[config.mk]
export PLATFORM = sky130hd
export DESIGN_NAME = byte_stream_splitter
export DESIGN_NICKNAME = d
export VERILOG_FILES = /design/src/rtl/byte_stream_splitter.sv
export SDC_FILE = /design/constraint.sdc
export NUM_CORES = 1
export LEC_CHECK = 0
export ABC_CLOCK_PERIOD_IN_PS = 1280
export BUFFER_PORTS_ARGS = -buffer_cell sky130_fd_sc_hd__buf_4
export CAP_MARGIN = 20
export CELL_PAD_IN_SITES_DETAIL_PLACEMENT = 1
export CELL_PAD_IN_SITES_GLOBAL_PLACEMENT = 2
export CORE_MARGIN = 3
export CORE_UTILIZATION = 29
export CTS_BUF_LIST = sky130_fd_sc_hd__clkbuf_8
export DETAILED_ROUTE_END_ITERATION = 16
export PLACE_DENSITY = 0.81
export SYNTH_ARGS = -nofsm -noshare
export SYNTH_HDL_FRONTEND = slang
export SYNTH_SLANG_ARGS = --single-unit
[constraint.sdc]
create_clock -name clock -period 1.28 [get_ports clock]
set_clock_uncertainty 0.15 [all_clocks]
set_input_delay 0 -clock clock [delete_from_list [all_inputs] [get_ports clock]]
set_output_delay 0 -clock clock [all_outputs]
set_load 0.05 [all_outputs]
[src/rtl/byte_stream_splitter.sv]
// byte_stream_splitter: forks one stream of packed operand pairs into two
// independently handshaked byte lanes (a = upper half, b = lower half).
// It marks the last beat of every STREAM_LENGTH-word stream and pulses
// stream_done once both lanes have delivered that beat.
module byte_stream_splitter #(
    parameter  int DATA_WIDTH    = 8,
    parameter  int STREAM_LENGTH = 16,
    localparam int CW            = $clog2(STREAM_LENGTH)
) (
    input  logic                    clock,
    input  logic                    reset,
    input  logic [2*DATA_WIDTH-1:0] in_data,
    input  logic                    in_valid,
    output logic                    in_ready,
    output logic [DATA_WIDTH-1:0]   a_data,
    output logic                    a_valid,
    output logic                    a_last,
    input  logic                    a_ready,
    output logic [DATA_WIDTH-1:0]   b_data,
    output logic                    b_valid,
    output logic                    b_last,
    input  logic                    b_ready,
    output logic [CW-1:0]           word_index,
    output logic                    stream_done
);

    logic accept;
    logic a_hs;
    logic b_hs;
    logic index_is_last;
    logic a_done;
    logic b_done;
    logic both_done;
    logic a_last_sent;
    logic b_last_sent;

    // A word is taken only when both lane registers are empty or draining this
    // cycle, so neither lane can be overwritten before it is consumed.
    assign in_ready      = reset && (!a_valid || a_ready) && (!b_valid || b_ready);
    assign accept        = in_valid && in_ready;
    assign a_hs          = a_valid && a_ready;
    assign b_hs          = b_valid && b_ready;
    assign index_is_last = (word_index == CW'(STREAM_LENGTH - 1));

    // A lane counts as done if its last beat went out earlier in the stream
    // or is going out right now; this lets the pulse follow the later
    // handshake by exactly one cycle.
    assign a_done    = a_last_sent || (a_hs && a_last);
    assign b_done    = b_last_sent || (b_hs && b_last);
    assign both_done = a_done && b_done;

    // Lane A output register: load on accept, otherwise clear once consumed.
    always_ff @(posedge clock or negedge reset) begin
        if (!reset) begin
            // NOTE: sequential state uses non-blocking assignments so every
            // register samples pre-edge values regardless of block order.
            a_data  <= '0;
            a_valid <= 1'b0;
            a_last  <= 1'b0;
        end else if (accept) begin
            a_data  <= in_data[2*DATA_WIDTH-1:DATA_WIDTH];
            a_valid <= 1'b1;
            a_last  <= index_is_last;
        end else if (a_hs) begin
            a_valid <= 1'b0;
        end
    end

    // Lane B output register: same behaviour as lane A on the lower half.
    always_ff @(posedge clock or negedge reset) begin
        if (!reset) begin
            b_data  <= '0;
            b_valid <= 1'b0;
            b_last  <= 1'b0;
        end else if (accept) begin
            b_data  <= in_data[DATA_WIDTH-1:0];
            b_valid <= 1'b1;
            b_last  <= index_is_last;
        end else if (b_hs) begin
            b_valid <= 1'b0;
        end
    end

    // Word position within the stream, wrapping after the last word.
    always_ff @(posedge clock or negedge reset) begin
        if (!reset) begin
            word_index <= '0;
        end else if (accept) begin
            if (index_is_last) begin
                word_index <= '0;
            end else begin
                word_index <= word_index + 1'b1;
            end
        end
    end

    // Sticky per-lane last-beat flags; one-cycle done pulse when both are in.
    always_ff @(posedge clock or negedge reset) begin
        if (!reset) begin
            a_last_sent <= 1'b0;
            b_last_sent <= 1'b0;
            stream_done <= 1'b0;
        end else begin
            stream_done <= both_done;
            a_last_sent <= a_done && !both_done;
            b_last_sent <= b_done && !both_done;
        end
    end

endmodule

==> metrics.cfg <==
[place]
place.port_buffers = 46
hpwlAfterDp_um = 1980
routabilityCongestion = 0.763

[timing]
final.setup.worst_slack_ns = -0.155
setup_repair_after_global_routing_missed_its_margin = yes
timing.final.crit_period_ns = 1.43
report.final.slew_viol_count = 0
slew-limit-headroom = 0.774
final_hold_viol_count = 31
setup_viol = 20
max_slew.worst_pin.slew_ns = 0.339
whs_ns = -0.427
setup-tns-final_ns = -2.80
max_freq_ghz = 0.697
layout_worst_path_cycle_share = 1.12

[clocking]
tritoncts.num_buffers = 3
cts_max_level = 1
clock_tree.root_cell = clkbuf_8
clock-sinks = 26
cts.reportedPaths.clkPinSlew_ns = 0.09
cts.repair_timing.setup_buffer_count = 0
worstSkewPairLatency_ns = 0.26
cts.path.max_buffers = 2
tritoncts_clock_tree = yes

[floorplanning]
die_width_um = 68.9
row_count = 22
starting_utilization_of_the_core_area = 0.307
height_of_the_die_um = 68.9
ioPinCount = 47
die-area_sq_um = 4750
core_area_sq_um = 3740

[finish]
final_core_util = 0.506
syn_to_final_growth_pct = 64.9
num-nets-final = 169
antenna_cells = 0
drive_gt1_frac = 0.637
nFillCells = 404

[global_routing]
grt_util_all_layers = 0.121
grt_pass1_vias = 915
grt_pass1_wl_um = 4330
gr-total-overflow = 0
grt_max_degree = 28
antenna_found_initial = 0

[worst_setup_path]
regToRegStartpoint = b_valid
cp_slowest_stage_delay_ns = 0.43
reg2regPathDepth = 4
cell_by_cell_listing_of_the_critical_path = nand2b_4 -> and3_4 -> buf_12 -> mux2_4
timing.critical_path.from_type = flip-flop
crit_type = reg -> reg
critPathMaxFanout = 10
crit_buf_inv = 1
reg2reg_slack_ns = -0.15
worstPathArrival_ns = 1.43
rr_endpoint = a_data[0]
cp.required_ns = 1.28
critical_path.top_delay_family = flip-flops
critical_path.endpoint_type = flip-flop
cp_slowest_cell = dfrtp_2

[yosys]
synth_warnings = 0
yosys-top-cells-area = dfrtp_1 (57%), mux2_4 (25%), buf_12 (3.5%)
netlist.top_cell.by_area = dfrtp_1
syn_nets = 92
synthesis.area_per_instance_sq_um = 16.4
synth_cell_types = 19
netlist_area_sq_um = 1150
proportion_of_synthesized_chip_area_in_sequential_cells = 0.566
synth_top_cell_area_share = 0.566
synth_seq_cells = 26
syn_inst = 70

[flow_run]
maxCapViolations = 0

[detailed_routing]
first_pass_iters = 3
initialDrtViolationCount = 5
postRouteAntennaNets = 0
routed_wirelength_um = 2730
detail_route.wl_per_cell_um = 14.0
vias_per_cell = 4.34
post-route-drc-count = 0
count_of_vias_placed_by_the_detailed_router = 841

[outcome]
failed_checks = hold timing, setup timing
status = complete, but fails checks

[power]
irDropWorstVdd_mv = 1.05
cellPowerDensity_nw_per_um2 = 1900
power.static_leakage_uw = 0.000925

[hold_path]
hold_class = in -> async

-- worst reg2reg max path: stages, from the launching register on --
cell and delay, ns:
dfrtp_2 0.43, nand2b_4 0.07, and3_4 0.22, buf_12 0.15
mux2_4 0.30
-- flip-flops by register name, indices dropped and copies added, names as in the netlist --
name,count
a_last_sent,1
a_valid,1
b_data,8
b_valid,1
a_data,8
word_index,4
stream_done,1
b_last_sent,1
b_last,1
-- cells in the mapped netlist (all sizes together) --
library cell / number
and3: 4
mux2: 19
nand2: 2
xnor2: 1
ha: 1
and2: 1
nor2: 2
nand2b: 2
buf: 3
a21o: 1
nand4: 1
a31oi: 2
nor2b: 2
dfrtp: 26
nand3: 1
a41oi: 2
-- cell usage in the layout (no fill, tap or decap) --
cell and count:
nor2b_1 2, buf_4 54, xnor2_1 1, a21o_1 1
and3_4 2, dfrtp_2 4, buf_8 1, and2_4 1
dfrtp_1 22, mux2_4 19, clkbuf_8 4, dlygate4sd3_1 17
ha_4 1, a31oi_1 2, nand3_1 1, a41oi_2 2
nand2_1 2, nor2_1 2, and3_1 2, buf_12 2
buf_6 1, nand2b_4 2, nand4_1 1
-- power breakdown --
part           internal [uW]  switching (uW)
Sequential              1030             174
Combinational            805            1080
Clock                    274             237
-- per-layer routing --
metal  global-route usage  wire length [um]  vias up  part of all wire
met3               0.0276               156        0             0.057
met5                    0                 0        -                 0
li1                     -                 -      398                 -
met2                0.214              1410       31              0.52
met1                0.155              1160      412              0.42
met4               0.0146                 0        0                 0
-- how the worst max path moves through the flow --
stage,slack [ns],end,startpoint,depth (start not counted)
floorplan,-0.28,a_data[0],b_valid,4
global placement,-0.12,b_data[3],a_valid,4
detailed placement,-0.15,b_data[7],b_valid,4
CTS,-0.16,a_data[0],b_valid,4
global route,-0.19,a_data[0],b_valid,4
finish,-0.15,a_data[0],b_valid,4
-- metrics by stage --
step                setup slack, ns  instances  instance area [sq um]  power (uW)
global placement             -0.120        173                   1630        2930
detailed placement           -0.148        173                   1630        2980
finish                       -0.155        194                   1890        3600
CTS                          -0.163        194                   1890        3640
floorplan                    -0.279         70                   1150        2350
global route                 -0.189        194                   1890        3790
-- area by class of cell --
type | count | area (sq um) | area share
clock buffer | 4 | 55.1 | 0.0291
multi-input combinational | 41 | 482 | 0.254
sequential | 26 | 656 | 0.346
tap | 48 | 60.1 | 0.0317
timing repair buffer | 75 | 642 | 0.339
-- logic make-up (layout without fill, tap and decap cells) --
group | Yosys count | in the layout | synth area share
buf+inv | 3 | 79 | 0.0414
mux | 19 | 19 | 0.248
compound gates | 5 | 5 | 0.0327
xor+xnor | 1 | 1 | 0.00763
simple gates | 15 | 15 | 0.0926
fa+ha+maj | 1 | 1 | 0.0109
flops | 26 | 26 | 0.566
-- repair_timing --
item	in CTS	in global routing
endpoints found under the hold margin	47	30
endpoints found under the setup margin	21	21
hold buffers	17	1
pin swaps	3	0
gates resized for setup	8	0
Power figures use the tool's default switching activity.
